<file path="src/rtl/bcd_updown_counter.sv">
// Multi-digit BCD up/down counter with parallel load and a registered carry/borrow pulse.
// Latency: q updates on the edge that samples en/load; co and load_err follow the same edge.
// No backpressure: every enabled edge counts and there is no stall or hold-off path.
//
// Ports:
//   clk      - clock; all state changes on the rising edge
//   mr       - synchronous active-high reset; has priority over load and en
//   en       - count enable
//   up       - direction: 1 = count up, 0 = count down
//   load     - parallel load strobe; has priority over en
//   din      - BCD load value, digit k at din[4k+3:4k]
//   q        - BCD count, digit k at q[4k+3:4k]
//   co       - one-cycle pulse after a wrap edge (or a limit hit when saturating)
//   load_err - one-cycle pulse after a load that contained a digit above 9
//
// Build option: define BCD_SATURATE_EN to make the counter stop at 0 and at all-9s
// instead of wrapping. co then pulses on every enabled edge attempted at the limit.

module bcd_updown_counter #(
  parameter int DIGITS = 2
) (
  input  logic                  clk,
  input  logic                  mr,
  input  logic                  en,
  input  logic                  up,
  input  logic                  load,
  input  logic [4*DIGITS-1:0]   din,
  output logic [4*DIGITS-1:0]   q,
  output logic                  co,
  output logic                  load_err
);

  logic [4*DIGITS-1:0] count_q, count_d;
  logic                co_q, co_d;
  logic                err_q, err_d;

  // Ripple carry/borrow through the digits. After the loop, carry still set
  // means every digit rolled over, i.e. the whole counter reached a limit.
  logic                carry;
  logic [3:0]          dig;

  always_comb begin
    count_d = count_q;
    co_d    = 1'b0;
    err_d   = 1'b0;
    carry   = 1'b0;
    dig     = 4'd0;

    if (load) begin
      for (int k = 0; k < DIGITS; k++) begin
        dig = din[4*k +: 4];
        if (dig > 4'd9) begin
          // Illegal digits are squashed so q can never hold a non-BCD value.
          count_d[4*k +: 4] = 4'd0;
          err_d             = 1'b1;
        end else begin
          count_d[4*k +: 4] = dig;
        end
      end
    end else if (en) begin
      carry = 1'b1;
      for (int k = 0; k < DIGITS; k++) begin
        dig = count_q[4*k +: 4];
        if (carry) begin
          if (up) begin
            if (dig == 4'd9) begin
              count_d[4*k +: 4] = 4'd0;
            end else begin
              count_d[4*k +: 4] = dig + 4'd1;
              carry             = 1'b0;
            end
          end else begin
            if (dig == 4'd0) begin
              count_d[4*k +: 4] = 4'd9;
            end else begin
              count_d[4*k +: 4] = dig - 4'd1;
              carry             = 1'b0;
            end
          end
        end
      end
`ifdef BCD_SATURATE_EN
      // At a limit the rolled-over value is discarded and the count holds.
      if (carry) begin
        count_d = count_q;
      end
`endif
      co_d = carry;
    end
  end

  always_ff @(posedge clk) begin
    if (mr) begin
      count_q <= '0;
      co_q    <= 1'b0;
      err_q   <= 1'b0;
    end else begin
      count_q <= count_d;
      co_q    <= co_d;
      err_q   <= err_d;
    end
  end

  assign q        = count_q;
  assign co       = co_q;
  assign load_err = err_q;

endmodule

</file>
<file path="config.mk">
export PLATFORM = sky130hd
export DESIGN_NAME = bcd_updown_counter
export DESIGN_NICKNAME = d
export VERILOG_FILES = /design/src/rtl/bcd_updown_counter.sv
export SDC_FILE = /design/constraint.sdc
export NUM_CORES = 1
export LEC_CHECK = 0
export ABC_AREA = 1
export CAP_MARGIN = 40
export CORE_ASPECT_RATIO = 1.25
export CORE_MARGIN = 2
export CORE_UTILIZATION = 38
export CTS_CLUSTER_SIZE = 24
export DETAILED_ROUTE_END_ITERATION = 10
export PLACE_DENSITY_LB_ADDON = 0.3
export REMOVE_ABC_BUFFERS = 1
export SETUP_SLACK_MARGIN = 0.1
export SLEW_MARGIN = 15
export SYNTH_ARGS = -nofsm -noshare
export SYNTH_HDL_FRONTEND = slang
export SYNTH_SLANG_ARGS = --single-unit
</file>
<file path="constraint.sdc">
create_clock -name clk -period 1.2 [get_ports clk]
set_input_delay 0.24 -clock clk [delete_from_list [all_inputs] [get_ports clk]]
set_output_delay 0.24 -clock clk [all_outputs]
set_load 0.005 [all_outputs]
</file>
After elaboration in Yosys (flattened, before gate mapping)
Cells that the tools add are included.
{"block": "op_classes", "n_addsub": 4, "n_lt_le_gt_ge": 2, "eq_ne": 2, "n_mux": 21, "bitwise_logic": 3, "n_reduce_logical": 7}
{"cell": "$mux 4", "n": 9}
{"cell": "$mux 8", "n": 2}
{"cell": "$mux 1", "n": 10}
{"cell": "$add 4x1->4 const B", "n": 2}
{"cell": "$eq 4x4->1 const B", "n": 2}
{"cell": "$gt 4x4->1 const B", "n": 2}
{"cell": "$logic_not 4->1", "n": 2}
{"cell": "$sub 4x1->4 const B", "n": 2}
{"cell": "$reduce_bool 2->1", "n": 2}
{"cell": "$reduce_or 4->1", "n": 1}
{"cell": "$not 1->1", "n": 3}
{"cell": "$reduce_and 2->1", "n": 1}
{"cell": "$reduce_or 2->1", "n": 1}
{"block": "word_totals", "regBits": 10, "inputBits": 13, "out_inout_bits": 10, "elab_cells": 43}

Logic depth before layout (Yosys ltp)
{"block": "logic_depth", "word_depth": 8, "depth_mapped": 10, "ltp_nobuf": 10}

Worst setup path before layout
OpenSTA, ideal clock, no wires.
{"block": "synth_path", "kind": "register -> register", "from": "register count_q[1], in the netlist q[1]", "to": "register count_q[6], in the netlist q[6]", "setup_ps": 113, "arrival_time_ps": 1069, "required_time_ps": 1087, "path_slack_ps": 18, "stages_incl_launch_ff": 10, "path_buffers": 1, "period_less_slack_ps": 1182, "cell_sequence": "dfxtp_1 > buf_6 > nor2_4 > nand2_1 > nand2_1 > nand3_4 > nand2_4 > inv_2 > nor2_1 > nor2_1"}
{"block": "synth_via", "elab_chain_cells": 7, "elab_cells_between_ends": 9, "cone_classes": "eq/ne: 1; mux: 5; reduce/logical: 3"}
{"element": "from (decl)", "line": "33", "rtl": "logic [4*DIGITS-1:0] count_q, count_d;"}
{"element": "from (signal assigned)", "line": "98", "rtl": "count_q <= count_d;"}
{"element": "$eq 4x4->1 / $logic_not 4->1 (equally long branches)", "line": "66, 73"}
{"element": "$mux 1 (on tied branches)", "line": "66, 73"}
{"element": "$mux 1 *", "line": "65", "rtl": "if (up) begin"}
{"element": "$mux 1 *", "line": "60", "rtl": "end else if (en) begin"}
{"element": "$mux 1 *", "line": "49", "rtl": "if (load) begin"}
{"element": "$reduce_bool 2->1 (no source line) *"}
{"element": "$reduce_and 2->1 (no source line) *"}
Mark *: on every way between the ends. The rest lies on a longest branch, timed or not. The select of a mux whose other input is x is not followed.
A chain may end at the register's enable or synchronous reset.

Worst setup path after layout
{"block": "layout_path", "from": "register count_q[1], in the netlist q[1]", "to": "register count_q[4], in the netlist q[4]"}
The elaborated chain is that of the path after synthesis.

==> run metrics <==
Final TNS setup -0.357 ns; RSZ-0062 raised after global routing true; NumNets Final 208; TritonRoute pass-1 iters 4; Hold Vio Cnt, Final 0; combinational family with the most area after synthesis simple AND/OR/NAND/NOR gates; Worst EP required 1.40 ns; FP Rows 18; Clk Latency, worst-skew pair between 0.2 and 0.3 ns; Die H 55.5 um; CTS H-Tree Depth 1; Final Worst Setup Slack -0.0983 ns; Place WS -0.318 ns; largest cells by area after synthesis dfxtp_1 (25%), nand2_1 (22%), nor2_1 (8.8%), nand3_1 (8.1%), inv_1 (7.0%); fmax 770 MHz; max incr delay on CP 0.35 ns; Final Util 0.691; Post-synth EDFFs 0; XOR/XNOR Fraction of Synth Area 0; Tmin final 1.30 ns; Arr. time, crit path approximately 1.5 ns; Yosys warnings 0; commonest non-fill, non-tap cells in the layout nand2_1 (39), buf_4 (23), nand3_1 (13), nor2_1 (13); Vias per Instance 5.41; ANT cells 0; Crit-path slowest cell dfxtp_4; critical-path maximum fanout 4; layout cell share with drive strength beyond 1 0.373; TritonCTS buffer count 3; post-synth cell types 24; post-synthesis mux area share 0; Synth Register Bits 10; Placer Congestion 0.853; largest net degree at the start of global routing 12; ANT nets after route 0; most common cell after layout, fill and taps aside nand2_1; first-pass GRT wire length 4420 um; Max VDD drop 566 uV; Detailed Route WL 2740 um; Hold Crit Start load; crit path from q[1]; failing checks setup timing; area grow syn2layout 69.8%; critical path endpoint category flip-flop; Wirelength per Cell 12.8 um; Ports 23; initial antenna violation count 0; static leakage 0.680 nW; Clock Skews 0.00474 ns; final setup vio count 6; Initial Util 0.407; Worst-Margin Slew 0.314 ns; DRC violations left 0; Cell Chain, Critical Path buf_6 -> buf_6 -> nor2_4 -> nand2_2 -> nand2_2 -> nand3_4 -> nand2_4 -> buf_6 -> o21ai_2 -> nor2_1; status finished, violations left; Synth Area in Compound Gates 0.169; Pwr Total 1.17 mW; hpwl dp 1760 um; via count 1,153; Num Clock Sinks 10; CTS tree yes; FFs w/ async S/R, synth 0; initial drt markers 32; Yosys top cell by area dfxtp_1; Rel. slew slack 0.791; Root Driver clkbuf_4; hold crit path type in2reg; cell count after synthesis 143; die area about 2500 um2; clock-pin transition on the worst setup and hold timing paths roughly 0.070 ns; share of the synthesized area in the top cell type 0.248; power per cell area 852 nW/um2; vias in the first global route 1,100; maxcap violations 0; GRT Util Overall 0.232; GRT overflow 0; Crit Path Class reg2reg; Synth Area in Simple Gates 0.474; Post-synth top flop dfxtp_1; adder-cell area share of the yosys netlist 0; startpoint types flip-flop; syn_area_per_cell 5.64 um2; register area share after synthesis 0.248; crit-path most repeated cell buf_6; max-slew violations 0; die width ~45 um; PortBufs 22; hold_buf cts 0; final worst-path cycle share 1.08; core box area 1980 um2; FF-to-FF Start q[1]; Mapped Area 807 um2; Clock Tree Buf Depth 2
==> metrics by stage <==
step,cells,hold WS [ns],cell area [um2]
detailed placement,197,0.574,1140
floorplan,140,0.309,787
CTS,210,0.526,1310
finish,213,0.549,1370
global route,213,0.567,1370
global placement,197,0.556,1140
==> registers in the layout (all words and copies together), names as in the netlist <==
name and cells:
co 1, load_err 1, q 8
==> path summary, 6_finish.rpt <==
path                            endpoint  slack, ns  cells past startpoint
worst max-delay path                q[4]       -0.1                     10
worst min-delay path                q[0]       0.55                      3
worst max register to register      q[4]       -0.1                     10
worst min register to register      q[6]       0.66                      3
==> where the power goes <==
part	leakage, nW	total (mW)	switching [mW]	internal [mW]
Clock	0.0138	0.242	0.126	0.116
Sequential	0.0870	0.380	0.0211	0.358
Combinational	0.579	0.546	0.282	0.264
Total	0.680	1.17	0.429	0.738
==> final cells by class <==
type / instances / area, um2
clock buffers: 3 / 22.5
repair buffers: 50 / 432
multi-input cells: 112 / 591
well taps: 20 / 25.0
flip-flops and latches: 10 / 225
inverters: 18 / 75.1
fillers: 175 / 612
==> worst max-delay path, delay by kind of cell (launching register included) <==
kind            cells  cell delay [ns]
simple gates        6             0.52
flops               1             0.35
compound gates      1             0.04
buf+inv             3             0.33
==> cells in the mapped netlist (all sizes together), types with 2 or more instances <==
| cell type | instances |
|---|---|
| buf | 2 |
| nor2 | 21 |
| a21oi | 9 |
| o21ai | 11 |
| inv | 18 |
| a31oi | 2 |
| nand3 | 14 |
| dfxtp | 10 |
| nand2 | 49 |
==> what timing repair did <==
action | 4_1_cts | 5_1_grt
pin swaps | 13 | 8
endpoints found under the setup margin | 19 | 14
buffers inserted | 10 | 3
resized for setup | 53 | 21
==> kinds of logic after synthesis <==
logic type	count (synthesis)
flip-flops	10
buffers and inverters	21
AO/OA/AOI/OAI	25
AND/OR/NAND/NOR	87
==> routing by layer <==
layer	track usage	up-vias	routed length, um
li1	-	565	-
met1	0.255	493	975
met2	0.390	77	1490
met3	0.0458	18	173
met4	0.139	0	97
met5	0	-	0
(Power assumes the default switching activity.)
